===== src/rtl/cmp_result_monitor_if.sv =====
// Bundles the comparator result flags, control strobes and report handshake of cmp_result_monitor.
// The slave modport is the monitor side, and the master modport is the producer/consumer side.
interface cmp_result_monitor_if #(
  parameter int CNT_W = 16
);
  logic             in_valid;
  logic             A_greater;
  logic             A_equal;
  logic             A_less;
  logic             clear;
  logic             snap_req;
  logic             rpt_valid;
  logic             rpt_ready;
  logic [CNT_W-1:0] rpt_gt;
  logic [CNT_W-1:0] rpt_eq;
  logic [CNT_W-1:0] rpt_lt;
  logic [CNT_W-1:0] rpt_err;
  logic             illegal;
  logic             stuck_alarm;

  modport master (
    output in_valid, A_greater, A_equal, A_less, clear, snap_req, rpt_ready,
    input  rpt_valid, rpt_gt, rpt_eq, rpt_lt, rpt_err, illegal, stuck_alarm
  );

  modport slave (
    input  in_valid, A_greater, A_equal, A_less, clear, snap_req, rpt_ready,
    output rpt_valid, rpt_gt, rpt_eq, rpt_lt, rpt_err, illegal, stuck_alarm
  );
endinterface


===== src/rtl/cmp_result_monitor.sv =====
// Classifies comparator result flags, keeps saturating per-class counters and reports snapshots.
// Define CMP_MON_STUCK_DETECT_EN to build the stuck-result detector; otherwise stuck_alarm is 0.
module cmp_result_monitor #(
  parameter int CNT_W      = 16,
  parameter int RUN_W      = 8,
  parameter int RUN_THRESH = 32
) (
  input  logic                 clk,
  input  logic                 rst_n,
  cmp_result_monitor_if.slave  mon
);

  if (RUN_THRESH < 2 || RUN_THRESH > (2**RUN_W) - 1) begin : g_bad_run_thresh
    $error("cmp_result_monitor: RUN_THRESH out of range 2..2^RUN_W-1");
  end

  logic [2:0]       w_flags;
  logic             w_gt;
  logic             w_eq;
  logic             w_lt;
  logic             w_err;

  logic [CNT_W-1:0] r_cnt_gt;
  logic [CNT_W-1:0] r_cnt_eq;
  logic [CNT_W-1:0] r_cnt_lt;
  logic [CNT_W-1:0] r_cnt_err;

  logic             r_rpt_valid;
  logic [CNT_W-1:0] r_rpt_gt;
  logic [CNT_W-1:0] r_rpt_eq;
  logic [CNT_W-1:0] r_rpt_lt;
  logic [CNT_W-1:0] r_rpt_err;
  logic             r_illegal;
  logic             w_stuck_alarm;

  assign w_flags = {mon.A_greater, mon.A_equal, mon.A_less};

  // Exactly one class strobe is high for every qualified sample.
  always_comb begin
    w_gt  = 1'b0;
    w_eq  = 1'b0;
    w_lt  = 1'b0;
    w_err = 1'b0;
    if (mon.in_valid) begin
      case (w_flags)
        3'b100:  w_gt  = 1'b1;
        3'b010:  w_eq  = 1'b1;
        3'b001:  w_lt  = 1'b1;
        default: w_err = 1'b1;
      endcase
    end
  end

  // clear has priority over any increment in the same cycle.
  always_ff @(posedge clk or negedge rst_n) begin
    if (!rst_n) begin
      r_cnt_gt  <= '0;
      r_cnt_eq  <= '0;
      r_cnt_lt  <= '0;
      r_cnt_err <= '0;
    end else if (mon.clear) begin
      r_cnt_gt  <= '0;
      r_cnt_eq  <= '0;
      r_cnt_lt  <= '0;
      r_cnt_err <= '0;
    end else begin
      if (w_gt  && (r_cnt_gt  != '1)) r_cnt_gt  <= r_cnt_gt  + CNT_W'(1);
      if (w_eq  && (r_cnt_eq  != '1)) r_cnt_eq  <= r_cnt_eq  + CNT_W'(1);
      if (w_lt  && (r_cnt_lt  != '1)) r_cnt_lt  <= r_cnt_lt  + CNT_W'(1);
      if (w_err && (r_cnt_err != '1)) r_cnt_err <= r_cnt_err + CNT_W'(1);
    end
  end

  // Snapshot takes the counter values as they stand before this edge's update.
  always_ff @(posedge clk or negedge rst_n) begin
    if (!rst_n) begin
      r_rpt_valid <= 1'b0;
      r_rpt_gt    <= '0;
      r_rpt_eq    <= '0;
      r_rpt_lt    <= '0;
      r_rpt_err   <= '0;
    end else if (!r_rpt_valid) begin
      if (mon.snap_req) begin
        r_rpt_valid <= 1'b1;
        r_rpt_gt    <= r_cnt_gt;
        r_rpt_eq    <= r_cnt_eq;
        r_rpt_lt    <= r_cnt_lt;
        r_rpt_err   <= r_cnt_err;
      end
    end else if (mon.rpt_ready) begin
      r_rpt_valid <= 1'b0;
    end
  end

  // A sample dropped by clear does not raise illegal either.
  always_ff @(posedge clk or negedge rst_n) begin
    if (!rst_n) begin
      r_illegal <= 1'b0;
    end else begin
      r_illegal <= w_err && !mon.clear;
    end
  end

`ifdef CMP_MON_STUCK_DETECT_EN
  typedef enum logic [1:0] {
    ST_IDLE,
    ST_TRACK,
    ST_ALARM
  } stuck_state_e;

  localparam logic [RUN_W:0] THRESH = (RUN_W+1)'(RUN_THRESH);

  stuck_state_e     r_state;
  stuck_state_e     w_state_nxt;
  logic [RUN_W-1:0] r_run;
  logic [RUN_W-1:0] w_run_nxt;
  logic [1:0]       r_last;
  logic [1:0]       w_last_nxt;
  logic [1:0]       w_code;
  logic [RUN_W:0]   w_run_inc;

  always_comb begin
    w_code = 2'd3;
    case (w_flags)
      3'b100:  w_code = 2'd0;
      3'b010:  w_code = 2'd1;
      3'b001:  w_code = 2'd2;
      default: w_code = 2'd3;
    endcase
  end

  assign w_run_inc = {1'b0, r_run} + (RUN_W+1)'(1);

  always_ff @(posedge clk or negedge rst_n) begin
    if (!rst_n) begin
      r_state <= ST_IDLE;
      r_run   <= '0;
      r_last  <= '0;
    end else begin
      r_state <= w_state_nxt;
      r_run   <= w_run_nxt;
      r_last  <= w_last_nxt;
    end
  end

  always_comb begin
    w_state_nxt = r_state;
    w_run_nxt   = r_run;
    w_last_nxt  = r_last;
    if (mon.clear) begin
      w_state_nxt = ST_IDLE;
      w_run_nxt   = '0;
      w_last_nxt  = '0;
    end else if (mon.in_valid) begin
      case (r_state)
        ST_IDLE: begin
          if (!w_err) begin
            w_state_nxt = ST_TRACK;
            w_run_nxt   = RUN_W'(1);
            w_last_nxt  = w_code;
          end
        end
        ST_TRACK: begin
          if (w_err) begin
            w_state_nxt = ST_IDLE;
            w_run_nxt   = '0;
          end else if (w_code == r_last) begin
            w_run_nxt = w_run_inc[RUN_W] ? r_run : w_run_inc[RUN_W-1:0];
            if (w_run_inc == THRESH) w_state_nxt = ST_ALARM;
          end else begin
            w_run_nxt  = RUN_W'(1);
            w_last_nxt = w_code;
          end
        end
        ST_ALARM: begin
          w_state_nxt = ST_ALARM;
        end
        default: begin
          w_state_nxt = ST_IDLE;
          w_run_nxt   = '0;
        end
      endcase
    end
  end

  assign w_stuck_alarm = (r_state == ST_ALARM);
`else
  assign w_stuck_alarm = 1'b0;
`endif

  assign mon.rpt_valid   = r_rpt_valid;
  assign mon.rpt_gt      = r_rpt_gt;
  assign mon.rpt_eq      = r_rpt_eq;
  assign mon.rpt_lt      = r_rpt_lt;
  assign mon.rpt_err     = r_rpt_err;
  assign mon.illegal     = r_illegal;
  assign mon.stuck_alarm = w_stuck_alarm;

endmodule


===== src/flat_wrapper.sv =====
// flat-port wrapper written by rule: the top's interface ports become plain ports
module cmp_result_monitor_flat 
#(
  parameter int CNT_W      = 16,
  parameter int RUN_W      = 8,
  parameter int RUN_THRESH = 32
)
  (clk, rst_n, mon_in_valid, mon_A_greater, mon_A_equal, mon_A_less, mon_clear, mon_snap_req, mon_rpt_ready, mon_rpt_valid, mon_rpt_gt, mon_rpt_eq, mon_rpt_lt, mon_rpt_err, mon_illegal, mon_stuck_alarm);
  cmp_result_monitor_if #(.CNT_W(CNT_W)) mon_i ();
  input  logic clk;
  input  logic rst_n;
  input wire logic [$bits(mon_i.in_valid)-1:0] mon_in_valid;
  input wire logic [$bits(mon_i.A_greater)-1:0] mon_A_greater;
  input wire logic [$bits(mon_i.A_equal)-1:0] mon_A_equal;
  input wire logic [$bits(mon_i.A_less)-1:0] mon_A_less;
  input wire logic [$bits(mon_i.clear)-1:0] mon_clear;
  input wire logic [$bits(mon_i.snap_req)-1:0] mon_snap_req;
  input wire logic [$bits(mon_i.rpt_ready)-1:0] mon_rpt_ready;
  output wire logic [$bits(mon_i.rpt_valid)-1:0] mon_rpt_valid;
  output wire logic [$bits(mon_i.rpt_gt)-1:0] mon_rpt_gt;
  output wire logic [$bits(mon_i.rpt_eq)-1:0] mon_rpt_eq;
  output wire logic [$bits(mon_i.rpt_lt)-1:0] mon_rpt_lt;
  output wire logic [$bits(mon_i.rpt_err)-1:0] mon_rpt_err;
  output wire logic [$bits(mon_i.illegal)-1:0] mon_illegal;
  output wire logic [$bits(mon_i.stuck_alarm)-1:0] mon_stuck_alarm;
  assign mon_i.in_valid = mon_in_valid;
  assign mon_i.A_greater = mon_A_greater;
  assign mon_i.A_equal = mon_A_equal;
  assign mon_i.A_less = mon_A_less;
  assign mon_i.clear = mon_clear;
  assign mon_i.snap_req = mon_snap_req;
  assign mon_i.rpt_ready = mon_rpt_ready;
  assign mon_rpt_valid = mon_i.rpt_valid;
  assign mon_rpt_gt = mon_i.rpt_gt;
  assign mon_rpt_eq = mon_i.rpt_eq;
  assign mon_rpt_lt = mon_i.rpt_lt;
  assign mon_rpt_err = mon_i.rpt_err;
  assign mon_illegal = mon_i.illegal;
  assign mon_stuck_alarm = mon_i.stuck_alarm;
  cmp_result_monitor #(.CNT_W(CNT_W), .RUN_W(RUN_W), .RUN_THRESH(RUN_THRESH)) u_core (.clk(clk), .rst_n(rst_n), .mon(mon_i));
endmodule

===== config.mk =====
export PLATFORM = sky130hd
export DESIGN_NAME = cmp_result_monitor_flat
export DESIGN_NICKNAME = d
export VERILOG_FILES = /design/src/rtl/cmp_result_monitor_if.sv /design/src/rtl/cmp_result_monitor.sv /design/src/flat_wrapper.sv
export SDC_FILE = /design/constraint.sdc
export NUM_CORES = 1
export LEC_CHECK = 0
export ABC_CLOCK_PERIOD_IN_PS = 2450
export BUFFER_PORTS_ARGS = -buffer_cell sky130_fd_sc_hd__buf_2
export CAP_MARGIN = 20
export CORE_ASPECT_RATIO = 0.9
export CORE_UTILIZATION = 40
export DETAILED_ROUTE_END_ITERATION = 8
export PLACE_DENSITY = 0.6
export SLEW_MARGIN = 30
export SYNTH_ARGS = -nofsm -noshare
export SYNTH_HDL_FRONTEND = slang
export SYNTH_SLANG_ARGS = --single-unit

===== constraint.sdc =====
create_clock -name clk -period 2.45 [get_ports clk]
set_input_delay 0.245 -clock clk [delete_from_list [all_inputs] [get_ports clk]]
set_output_delay 0.245 -clock clk [all_outputs]
set_load 0.02 [all_outputs]

======== After elaboration in Yosys (flattened, before gate mapping) ========
Cells that the tools add are included.
word-level totals
  flip-flop bits (word level) ............. 130
  bits of input ports ..................... 9
  output and inout port bits .............. 67
cells by class
  $add $sub $neg .......................... 4
  equality and inequality tests ........... 7
  muxes and demuxes ....................... 19
  bitwise operators ....................... 1
  reduce and logical (&&, ||, !) cells .... 12
operators with widths
  cell                                                  number
  two-way mux 16 bit                                    8
  adder 16 x 1 -> 16 bit (second input constant)        4
  != test 16 bit (second input constant)                4
  two-way mux 1 bit                                     11
  nonzero test 2 bit                                    4
  logical AND 1 bit                                     5
  equality test 3 x 1 -> 1 bit (second input constant)  1
  equality test 3 x 2 -> 1 bit (second input constant)  1
  equality test 3 bit (second input constant)           1
  OR reduction 3 bit                                    1
  AND reduction 2 bit                                   1
  logical NOT 1 bit                                     1
  NOT 1 bit                                             1

======== Longest topological paths before layout ========
Gate-level depths: netlist (run 1).
  depth in word-level cells ............... 7
  gate-level depth with buffers ........... 7
  gate-level depth less buffers ........... 5

======== Worst setup path before layout (run 1) ========
No wires, ideal clock.
  path type ............................... input to register
  start ................................... input port mon_in_valid
  end ..................................... register u_core.r_cnt_lt[11]
  setup time .............................. 0.125 ns
  arrival time ............................ 1.721 ns
  setup slack ............................. 0.604 ns
  stages on the path ...................... 6
  buffers on the path ..................... 2
  cell sequence ........................... clkbuf_2 -> nand4bb_4 -> or3_1 -> buf_2 -> nor4_1 -> mux2_2
on the way
  longest elaborated chain between the ends .. 3
ends and longest elaborated chain
  what                                 RTL line                  text
  start: declaration                   flat_wrapper.sv:12        input wire logic [$bits(mon_i.in_valid)-1:0] mon_in_valid;
  two-way mux 1 bit                    cmp_result_monitor.sv:44  if (mon.in_valid) begin
  logical AND 1 bit                    cmp_result_monitor.sv:69  if (w_lt && (r_cnt_lt != '1)) r_cnt_lt <= r_cnt_lt + CNT_W'(1);
  nonzero test 2 bit (no source line)  --
  end signal: assignment               cmp_result_monitor.sv:69
  end: declaration                     cmp_result_monitor.sv:25  logic [CNT_W-1:0] r_cnt_lt;
No other way between the ends.
A chain may end at the register's enable or synchronous reset.

======== Worst setup path after layout (run 1) ========
  start ................................... register u_core.r_cnt_eq[0]
  end ..................................... register u_core.r_cnt_eq[14]
on the way
  longest elaborated chain between the ends .. 3
  elaborated cells on any way between the ends .. 6
  those cells by class .................... 1 x add/sub; 1 x eq/ne; 2 x mux; 2 x reduce/logical
ends and longest elaborated chain
  what                                                             RTL line                  text
  start: declaration                                               cmp_result_monitor.sv:24  logic [CNT_W-1:0] r_cnt_eq;
  start signal: assignment                                         cmp_result_monitor.sv:68  if (w_eq && (r_cnt_eq != '1)) r_cnt_eq <= r_cnt_eq + CNT_W'(1);
  adder 16 x 1 -> 16 bit / != test 16 bit (equally long branches)  cmp_result_monitor.sv:68
  two-way mux 16 bit / logical AND 1 bit (equally long branches)   cmp_result_monitor.sv:68
  two-way mux 16 bit / nonzero test 2 bit (equally long branches)  --
Parallel ways exist; a longest one is shown, timed or not. The select of a mux whose other input is x is not followed.

==> flow_metrics.env, run 1 <==
export IMPL_outcome="complete, no violations"
export IMPL_vias=4786
export IMPL_hold_path_class="in -> reg"
export IMPL_dp_hpwl_um=9170
export IMPL_cts_sinks=130
export IMPL_cts_root_buffer="clkbuf_16"
export IMPL_syn_num_nets=574
export IMPL_maxCapViolCount=0
export IMPL_netlist_area_mm2=0.00617
export IMPL_synth_area_leaders="dfrtp_1 (53%), mux2_2 (13%), a21oi_1 (3.6%), or4_1 (3.4%), o31ai_1 (3.2%)"
export IMPL_start_kind="register"
export IMPL_arrival_ns=2.31
export IMPL_grt_usage_pct=18.2
export IMPL_drive_above_1_share_pct=29.9
export IMPL_syn_to_final_growth_pct=20.2
export IMPL_grt_pass1_vias=4606
export IMPL_ir_worst_vdd_v=0.000495
export IMPL_clk_latency_ns=0.41
export IMPL_critPathMaxStageDelay_ns=0.43
export IMPL_ioPinCount=76
export IMPL_period_minus_slack_ns=2.01
export IMPL_power_density_mw_per_mm2=657
export IMPL_postCtsHoldBufs=1
export IMPL_post_cts_buffers=0
export IMPL_synthAdderAreaFrac_pct=0.811
export IMPL_synth_top_cell_area_share_pct=52.7
export IMPL_synth_top_family_by_area="simple AND/OR/NAND/NOR gates"
export IMPL_seq_area_frac_synth_pct=52.7
export IMPL_start_util_pct=41.5
export IMPL_synth_main_ff_cell="dfrtp_1"
export IMPL_grt_antenna_before_repair=0
export IMPL_synth_xor_area_share_pct=0.142
export IMPL_cts_resized=0
export IMPL_ys_seq_elements=130
export IMPL_grt_pass1_wl_um=22800
export IMPL_dpl_cell_area_mm2=0.00684
export IMPL_hold_ws_ns=0.0200
export IMPL_core_region_area_mm2=0.0149
export IMPL_maxSlewViolCount=0
export IMPL_finalSetupViolations=0
export IMPL_grt_max_degree=131
export IMPL_synth_compound_area_share_pct=11.0
export IMPL_path_class="reg -> reg"
export IMPL_path_cells="ha_1, and3_1, nand3_1, nor4b_1, mux2_2"
export IMPL_htree_levels=4
export IMPL_cts_made_buffers=17
export IMPL_drt_antenna_violating_nets=0
export IMPL_relSlewSlack_pct=52.8
export IMPL_crit_slowest_cell="nor4b_1"
export IMPL_grt_overflow=0
export IMPL_path_buf_inv=0
export IMPL_drc=0
export IMPL_rsz0062_at_grt="false"
export IMPL_synthSimpleGateAreaFrac_pct=19.8
export IMPL_post_route_period_util_pct=82.2
export IMPL_cts_tree="yes"
export IMPL_ys_warn_count=0
export IMPL_diodes=0
export IMPL_syn_inst=561
export IMPL_syn_area_per_cell_um2=11.0
export IMPL_tns_ns=0
export IMPL_async_reset_ff_share_pct=100
export IMPL_die_area_mm2=0.0159
export IMPL_endpoint_kind="register"
export IMPL_die_height_um=120
export IMPL_die_w_um=133
export IMPL_nets=656
export IMPL_clk_path_buf_depth=2
export IMPL_finalInstanceArea_mm2=0.00742
export IMPL_yosysTopAreaCell="dfrtp_1"
export IMPL_nFillCells=1354
export IMPL_synth_edf_count=0
export IMPL_worst_pin_slew_ns=0.702
export IMPL_gp_congestion=0.815
export IMPL_ys_types=45
export IMPL_power_leakage_nw=3.38
export IMPL_drt_iter0_drc=330
export IMPL_cpLargestDelayFamily="simple AND/OR/NAND/NOR gates"
export IMPL_worstPathRequired_ns=2.74
export IMPL_viasPerCell=5.61
export IMPL_cp_max_fo=7
export IMPL_portBuffers=74
export IMPL_rows=42
export IMPL_finalClockSkew_ns=0.00672
export IMPL_hold_viol_final=0
export IMPL_muxShareOfSynthArea_pct=12.9
export IMPL_max_freq_mhz=497
export IMPL_wire_per_inst_um=15.9
export IMPL_routed_wirelength_um=13500
export IMPL_first_pass_iters=5
export IMPL_clk_pin_slew_ns=0.05
==> sequential cells by signal, summed over array words and instances, names as in the netlist <==
name                  count
u_core.mon.illegal        1
u_core.mon.rpt_eq        16
u_core.mon.rpt_err       16
u_core.mon.rpt_gt        16
u_core.mon.rpt_lt        16
u_core.mon.rpt_valid      1
u_core.r_cnt_eq          16
u_core.r_cnt_err         16
u_core.r_cnt_gt          16
u_core.r_cnt_lt          16
==> final cells by class <==
| type | instances | area, µm² | area share, % |
|---|---|---|---|
| sequential | 130 | 3250 | 43.8 |
| multi-input combinational | 392 | 2770 | 37.3 |
| timing repair buffer | 89 | 526 | 7.08 |
| clock buffer | 26 | 499 | 6.73 |
| tap | 198 | 248 | 3.34 |
| clock inverter | 5 | 75.1 | 1.01 |
| inverter | 13 | 48.8 | 0.658 |
==> synthesized netlist by cell type, types with 3 or more instances <==
master and count:
and4_1 5, inv_1 13, or4_1 28, or3_1 13, nand2_1 31, nor2_1 24
o41ai_1 3, ha_1 4, mux2_2 70, nand3_1 24, nor3_1 8, o21ai_0 23
nor2b_1 12, nand4_1 20, dfrtp_1 130, a21oi_1 44, and2_1 3, and3_1 9
buf_2 5, o31ai_1 26, clkbuf_1 18, nor4_1 14, and4bb_2 3
==> metal layers <==
metal  wire, µm  share of wire [%]  track usage [%]
met4        184                1.4             6.32
met1       6500                 48             24.6
met3        545                4.0             5.03
met2       6310                 47             27.9
met5          0                  0                0
==> per-stage QoR <==
stage	power, mW	worst slack [ns]	cells	utilization [%]
CTS	4.95	0.469	853	49.9
finish	4.88	0.437	853	49.9
floorplan	2.35	0.604	561	-
global placement	2.46	0.434	821	46.0
detailed placement	2.47	0.398	821	46.0
global route	5.07	0.295	853	49.9
==> cell families (layout without fill, tap and decap cells) <==
kind of cell               after synthesis  count (layout)
muxes                                   71              71
AOI/OAI and AO/OA                      110             110
xor gates and xnor gates                 1               1
and+or+nand+nor                        205             205
DFF                                    130             130
buffers and inverters                   39             133
adders and majority gates                4               4
other                                    1               1
==> path summary, 6_finish.rpt <==
check                                                   from                           endpoint  slack [ns]  cells after the start
min in group asynchronous                              rst_n  u_core.mon.rpt_eq[10]$_DFFE_PN0P_        0.48                      3
max in group asynchronous                              rst_n     u_core.r_cnt_gt[9]$_DFFE_PN0P_        1.42                      3
hold reg to reg            u_core.mon.rpt_lt[11]$_DFFE_PN0P_  u_core.mon.rpt_lt[11]$_DFFE_PN0P_        0.47                      2
hold / removal                                 mon_rpt_ready     u_core.mon.rpt_valid$_DFF_PN0_        0.02                      2
setup reg to reg              u_core.r_cnt_eq[0]$_DFFE_PN0P_    u_core.r_cnt_eq[14]$_DFFE_PN0P_        0.44                      5
setup / recovery              u_core.r_cnt_eq[0]$_DFFE_PN0P_    u_core.r_cnt_eq[14]$_DFFE_PN0P_        0.44                      5
==> where the power goes <==
group	leakage (nW)	internal, mW	total (mW)	switching, mW
logic	1.28	0.0857	0.248	0.163
clock network	0.284	1.59	2.45	0.858
registers	1.81	2.17	2.18	0.0114
total	3.38	3.85	4.88	1.03
==> cell usage in the layout, fill, tap and decap left out, types with 5 or more instances in the layout <==
| master | synthesis | layout |
|---|---|---|
| nor2b_1 | 12 | 12 |
| buf_2 | 5 | 73 |
| a21oi_1 | 44 | 44 |
| nor2_1 | 24 | 24 |
| dfrtp_1 | 130 | 130 |
| or4_1 | 28 | 28 |
| nor3_1 | 8 | 8 |
| o21ai_0 | 23 | 23 |
| and4_1 | 5 | 5 |
| clkbuf_1 | 18 | 5 |
| o31ai_1 | 26 | 26 |
| clkbuf_16 | 0 | 17 |
| mux2_2 | 70 | 70 |
| inv_1 | 13 | 13 |
| buf_4 | 1 | 12 |
| nor4_1 | 14 | 13 |
| or3_1 | 13 | 13 |
| nand2_1 | 31 | 30 |
| nand3_1 | 24 | 24 |
| nand4_1 | 20 | 20 |
| and3_1 | 9 | 9 |
Note: power is estimated with default switching activity, not from simulation.
==> run 2, diff against run 1 <==
--- a/config.mk
+++ b/config.mk
@@ -5,13 +5,14 @@
 export SDC_FILE = /design/constraint.sdc
 export NUM_CORES = 1
 export LEC_CHECK = 0
-export ABC_CLOCK_PERIOD_IN_PS = 2450
+export ABC_AREA = 1
+export ABC_CLOCK_PERIOD_IN_PS = 1730
 export BUFFER_PORTS_ARGS = -buffer_cell sky130_fd_sc_hd__buf_2
 export CAP_MARGIN = 20
 export CORE_ASPECT_RATIO = 0.9
 export CORE_UTILIZATION = 40
 export DETAILED_ROUTE_END_ITERATION = 8
-export PLACE_DENSITY = 0.6
+export PLACE_DENSITY = 0.61
 export SLEW_MARGIN = 30
 export SYNTH_ARGS = -nofsm -noshare
 export SYNTH_HDL_FRONTEND = slang
==> constraint.sdc (replaced) <==
create_clock -name clk -period 1.73 [get_ports clk]
set_input_delay 0.173 -clock clk [delete_from_list [all_inputs] [get_ports clk]]
set_output_delay 0.173 -clock clk [all_outputs]
set_load 0.02 [all_outputs]
==> run 2 against run 1 <==
Effect of this change:
- fmax up 23%
- area after synthesis up 5.2%
- worst hold slack better by 0.15 ns
- die area up 5.1%
==> flow_metrics.env, run 2 <==
export IMPL_finalClockSkew_ns=0.00462
export IMPL_fin_ws_ns=0.0946
export IMPL_viasPerCell=4.93
export IMPL_seqPwrFrac_pct=44.7
export IMPL_cts_sinks=130
export IMPL_cts_tree="yes"
export IMPL_intPower_mw=5.20
export IMPL_maxSlewViolCount=0
export IMPL_reg2reg_from="u_core.r_cnt_lt[1]$_DFFE_PN0P_"
export IMPL_power_mw=6.91
export IMPL_drive_above_1_share_pct=22.2
export IMPL_postLayoutCoreUtil_pct=51.3
export IMPL_clk_latency_ns=0.42
export IMPL_netlist_area_mm2=0.00650
export IMPL_cts_made_buffers=17
export IMPL_cts_root_buffer="clkbuf_16"
export IMPL_ys_warn_count=0
export IMPL_clk_path_buf_depth=2
export IMPL_p_clk_share_pct=48.8
export IMPL_diodes=0
export IMPL_syn_to_final_growth_pct=23.6
export IMPL_worst_r2r_setup_slack_ns=0.09
export IMPL_routed_wirelength_um=15600
export IMPL_power_density_mw_per_mm2=861
export IMPL_seq_area_frac_synth_pct=50.1
export IMPL_nets=931
export IMPL_start_kind="register"
export IMPL_wire_per_inst_um=13.8
export IMPL_finalInstanceArea_mm2=0.00803
export IMPL_async_reset_ff_share_pct=100
export IMPL_netSwitchingFraction_pct=24.7
export IMPL_die_height_um=123
export IMPL_portBuffers=74
export IMPL_grt_antenna_before_repair=0
export IMPL_stdcell_count=1133
export IMPL_hold_viol_final=0
export IMPL_grt_max_degree=56
export IMPL_period_minus_slack_ns=1.64
export IMPL_syn_inst=803
export IMPL_hold_path_class="in -> reg"
export IMPL_maxCapViolCount=0
export IMPL_hold_path_end="u_core.mon.illegal$_DFF_PN0_"
export IMPL_path_class="reg -> reg"
export IMPL_layout_common_cells="nand2_1 (260), dfrtp_1 (130), buf_2 (74)"
export IMPL_vias=5583
export IMPL_yosysTopAreaCell="dfrtp_1"
export IMPL_clk_pin_slew_ns=0.06
export IMPL_multiInputGateArea_mm2=0.00288
export IMPL_post_route_period_util_pct=94.5
export IMPL_synth_top_cell_area_share_pct=50.1
export IMPL_drc=0
export IMPL_finalSetupViolations=0
export IMPL_tns_ns=0
export IMPL_worstPathRequired_ns=2.03
export IMPL_final_common_cell="nand2_1"
export IMPL_ir_worst_vdd_v=0.000692
export IMPL_ioPinCount=76
export IMPL_synth_most_common_cell="nand2_1"
export IMPL_gp_congestion=0.859
export IMPL_netlist_top_cells_count="nand2_1 (262), dfrtp_1 (130), inv_1 (70)"
export IMPL_grt_pass1_wl_um=25800
export IMPL_comb_power_share_pct=6.5
export IMPL_drt_antenna_violating_nets=0
export IMPL_rsz0062_at_grt="true"
export IMPL_ys_types=30
export IMPL_outcome="complete, no violations"
export IMPL_p_sw_mw=1.71
export IMPL_start_util_pct=41.5
export IMPL_holdPathStages=4
export IMPL_cp_max_fo=5
export IMPL_worstReg2RegEnd="u_core.r_cnt_lt[4]$_DFFE_PN0P_"
export IMPL_synth_edf_count=0
export IMPL_min_from="mon_A_greater"
export IMPL_regArea_mm2=0.00325
export IMPL_die_w_um=136
export IMPL_grt_pass1_vias=5241
export IMPL_synth_main_ff_cell="dfrtp_1"
export IMPL_dp_hpwl_um=10500
export IMPL_core_region_area_mm2=0.0157
export IMPL_dp_cells=1094
export IMPL_syn_num_nets=816
export IMPL_r2r_cells=10
export IMPL_arrival_ns=1.94
export IMPL_hold_ws_ns=0.170
export IMPL_rows=43
export IMPL_dpl_cell_area_mm2=0.00736
export IMPL_first_pass_iters=5
export IMPL_die_area_mm2=0.0168
export IMPL_drt_iter0_drc=430
export IMPL_syn_area_per_cell_um2=8.09
export IMPL_grt_overflow=0
export IMPL_synth_area_leaders="dfrtp_1 (50%), nand2_1 (15%), o21ai_0 (4.8%), nand3_1 (4.5%), nand4_1 (4.4%)"
export IMPL_power_leakage_nw=4.16
export IMPL_htree_levels=4
export IMPL_ys_seq_elements=130
export IMPL_grt_usage_pct=20.1
export IMPL_max_freq_mhz=611
export IMPL_pre_cts_slack_ns=-0.187
export IMPL_nFillCells=1523
export IMPL_endpoint_kind="register"
run 2: area by class of cell:
cell class / count / area share (%)
Timing Repair Buffer: 123 / 9.98
Sequential cell: 130 / 40.5
Clock inverter: 14 / 1.45
Multi-Input combinational cell: 571 / 35.9
Inverter: 75 / 3.57
Tap cell: 202 / 3.15
Clock buffer: 18 / 5.47
run 2: power groups by stage:
stage,registers (mW),clock network [mW],logic [mW]
floorplan,3.17,0,0.205
global placement,3.15,0,0.425
detailed placement,3.15,0,0.424
CTS,3.09,3.45,0.430
global route,3.10,3.56,0.496
finish,3.09,3.37,0.447
run 2: cells by family after synthesis:
group	count (synthesis)	share of synthesized area, %
multiplexers	19	3.29
other	1	0.0577
AO/OA/AOI/OAI	76	6.30
AND/OR/NAND/NOR	452	30.5
flip-flops	130	50.1
XOR/XNOR	18	2.43
adder cells (fa/ha/maj)	4	0.770
buffers and inverters	103	6.55
run 2: how the worst max path moves through the flow:
| stage | start | endpoint | slack, ns |
|---|---|---|---|
| final | u_core.r_cnt_lt[1]$_DFFE_PN0P_ | u_core.r_cnt_lt[4]$_DFFE_PN0P_ | 0.09 |
| after global routing | u_core.r_cnt_err[0]$_DFFE_PN0P_ | u_core.r_cnt_err[6]$_DFFE_PN0P_ | -0.0002 |
| after CTS | u_core.r_cnt_gt[0]$_DFFE_PN0P_ | u_core.r_cnt_gt[5]$_DFFE_PN0P_ | 0.03 |
| after detailed placement | u_core.r_cnt_lt[1]$_DFFE_PN0P_ | u_core.r_cnt_lt[10]$_DFFE_PN0P_ | -0.19 |
| after global placement | u_core.r_cnt_lt[1]$_DFFE_PN0P_ | u_core.r_cnt_lt[3]$_DFFE_PN0P_ | -0.09 |
| after floorplan | u_core.r_cnt_err[0]$_DFFE_PN0P_ | u_core.r_cnt_err[11]$_DFFE_PN0P_ | 0.19 |
run 2: timing repair:
action,CTS,global route
gates resized for setup,3,12
pin swaps,0,3
cloned,0,2
buffers inserted,0,3
endpoints found under the hold margin,41,0
hold buffers,2,0
setup endpoints to repair,32,41
run 2: critical path, cell delays in order (launching register included):
cell and delay (ns):
dfrtp_1 0.39, ha_1 0.20, nand2_2 0.07, nor2_2 0.12, nand2_2 0.10, nor2_4 0.15
buf_4 0.13, o21ai_2 0.06, buf_4 0.17, nand2_1 0.05, o21ai_0 0.07
run 2: per-layer routing:
layer | wire length [µm] | vias to the layer above | global-route usage (%)
met2 | 6920 | 114 | 30.4
met1 | 7830 | 2609 | 28.1
li1 | - | 2839 | -
met4 | 239 | 0 | 7.08
met3 | 596 | 21 | 4.63
met5 | 0 | - | 0
==> run 3, diff against run 2 <==
==> constraint.sdc (replaced) <==
create_clock -name clk -period 1.73 [get_ports clk]
set_input_delay 0.346 -clock clk [delete_from_list [all_inputs] [get_ports clk]]
set_output_delay 0.346 -clock clk [all_outputs]
set_load 0.02 [all_outputs]
==> run 3 against run 2 <==
Effect of this change:
- largest cell class unchanged
- combinational power increased by 1%
- wire length is 2.0% higher
- non-clock buffer count is 10 higher
- setup slack got worse by 0.010 ns
- clock skew rose by 0.0032 ns
- sequential power barely moved
- die area stayed put
- critical endpoint is now u_core.r_cnt_lt[10]$_DFFE_PN0P_
- cell area up 1.7%
- register-to-register slack barely moved
- sequential cell count is the same
- sequential share of layout area is 0.67 points lower
==> flow_metrics.env, run 3 (synthesis gave the netlist of run 2 again) <==
export IMPL_wire_per_inst_um=13.9
export IMPL_worst_pin_slew_ns=0.561
export IMPL_cts_tree="yes"
export IMPL_grt_max_degree=53
export IMPL_rsz0062_at_grt="true"
export IMPL_die_area_mm2=0.0168
export IMPL_relSlewSlack_pct=62.6
export IMPL_hold_path_class="in -> reg"
export IMPL_ioPinCount=76
export IMPL_grt_overflow=0
export IMPL_cts_root_buffer="clkbuf_16"
export IMPL_layout_common_cells="nand2_1 (260), dfrtp_1 (130), buf_2 (73)"
export IMPL_maxSlewViolCount=0
export IMPL_maxCapViolCount=0
export IMPL_grt_pass1_vias=5274
export IMPL_worstPathRequired_ns=2.08
export IMPL_period_minus_slack_ns=1.65
export IMPL_power_leakage_nw=4.25
export IMPL_core_region_area_mm2=0.0157
export IMPL_clk_path_buf_depth=2
export IMPL_cts_sinks=130
export IMPL_post_route_period_util_pct=95.1
export IMPL_p_sw_mw=1.63
export IMPL_dp_hpwl_um=11100
export IMPL_outcome="complete, no violations"
export IMPL_drive_above_1_share_pct=22.8
export IMPL_gp_congestion=0.877
export IMPL_top_layer_used="met4"
export IMPL_cp_max_fo=12
export IMPL_ir_worst_vdd_v=0.000734
export IMPL_seqPwrFrac_pct=42.5
export IMPL_intPower_mw=5.65
export IMPL_drc=0
export IMPL_finalSetupViolations=0
export IMPL_arrival_ns=2.00
export IMPL_grt_usage_pct=20.1
export IMPL_p_clk_share_pct=51.3
export IMPL_rows=43
export IMPL_htree_levels=4
export IMPL_hold_viol_final=0
export IMPL_max_freq_mhz=608
export IMPL_dr_wl_met2_um=7290
export IMPL_stdcell_count=1143
export IMPL_holdPathStages=2
export IMPL_wl_met3_um=605
export IMPL_tns_ns=0
export IMPL_r2r_cells=8
export IMPL_drt_antenna_violating_nets=0
export IMPL_syn_to_final_growth_pct=25.7
export IMPL_die_w_um=136
export IMPL_grt_antenna_before_repair=0
export IMPL_start_kind="register"
export IMPL_path_class="reg -> reg"
export IMPL_nFillCells=1500
export IMPL_viasPerCell=4.93
export IMPL_finalClockSkew_ns=0.00783
export IMPL_vias=5636
export IMPL_routed_wirelength_um=15900
export IMPL_power_density_mw_per_mm2=892
export IMPL_diodes=0
export IMPL_first_pass_iters=5
export IMPL_grt_pass1_wl_um=26100
export IMPL_cts_made_buffers=17
export IMPL_clk_latency_ns=0.42
export IMPL_final_common_cell="nand2_1"
export IMPL_met1_length_um=7820
export IMPL_portBuffers=74
export IMPL_drt_iter0_drc=401
export IMPL_comb_power_share_pct=6.2
export IMPL_clk_pin_slew_ns=0.06
export IMPL_endpoint_kind="register"
export IMPL_netSwitchingFraction_pct=22.4
export IMPL_die_height_um=123
export IMPL_dp_cells=1106
export IMPL_start_util_pct=41.5
export IMPL_nets=941
[run 3: changes by cell type in the layout (fill, tap and decap cells not counted), sizes merged]
cell / before / now
buf: 121 / 132
bufinv: 1 / 4
clkbuf: 18 / 22
clkinv: 10 / 7
clkinvlp: 4 / 0
dlygate4sd3: 2 / 1
[run 3: worst max-delay path: stages (launching register included)]
cell,delay (ns)
dfrtp_1,0.38
ha_1,0.22
nand2_2,0.08
nor2_2,0.05
nand2_2,0.09
nor2_2,0.06
nor2_2,0.43
nand4_1,0.16
nand2_1,0.11
[run 3: worst paths after layout]
check,from,endpoint,slack [ns]
max,u_core.r_cnt_lt[0]$_DFFE_PN0P_,u_core.r_cnt_lt[10]$_DFFE_PN0P_,0.08
min,mon_rpt_ready,u_core.mon.rpt_valid$_DFF_PN0_,0.12
max reg2reg,u_core.r_cnt_lt[0]$_DFFE_PN0P_,u_core.r_cnt_lt[10]$_DFFE_PN0P_,0.08
min reg2reg,u_core.mon.rpt_lt[9]$_DFFE_PN0P_,u_core.mon.rpt_lt[9]$_DFFE_PN0P_,0.47
max in group asynchronous,rst_n,u_core.r_cnt_gt[0]$_DFFE_PN0P_,0.75
min in group asynchronous,rst_n,u_core.r_cnt_eq[2]$_DFFE_PN0P_,0.37
[run 3: area by class of cell]
class	count	area, µm²	share of cell area, %
clock inverters	10	158	1.93
well taps	202	253	3.10
flip-flops and latches	130	3250	39.9
clock buffers	22	454	5.56
multi-input cells	571	2880	35.2
repair buffers	133	885	10.8
inverters	75	284	3.48
[run 3: what timing repair did]
item                                    CTS  global route
hold buffers                              1             0
setup buffers                             0             3
endpoints found under the setup margin   32            45
cloned                                    0             1
pin swaps                                 0             1
gates resized for setup                   3             9
endpoints found under the hold margin    23             0
[run 3: power groups by stage]
stage | sequential, mW | combinational [mW] | clock [mW]
after CTS | 3.09 | 0.441 | 3.81
final | 3.09 | 0.452 | 3.74
after global routing | 3.10 | 0.504 | 3.94
after floorplan | 3.17 | 0.205 | 0
after global placement | 3.15 | 0.436 | 0
after detailed placement | 3.15 | 0.438 | 0
[run 3: layer usage]
metal	global-route usage, %	vias to the layer above
li1	-	2849
met1	28.3	2657
met2	31.1	116
met3	4.92	14
met4	5.21	0
met5	0	-
[run 3: per-stage QoR]
stage | hold slack (ns) | power [mW] | instance area (µm²) | utilization, % | setup slack, ns
floorplan | 0.0504 | 3.38 | 6500 | - | 0.194
global placement | 0.240 | 3.58 | 7450 | 47.6 | -0.132
detailed placement | 0.240 | 3.58 | 7450 | 47.6 | -0.190
CTS | 0.114 | 7.34 | 8080 | 51.6 | 0.0663
global route | 0.116 | 7.54 | 8160 | 52.1 | -0.0133
finish | 0.125 | 7.28 | 8160 | 52.1 | 0.0846
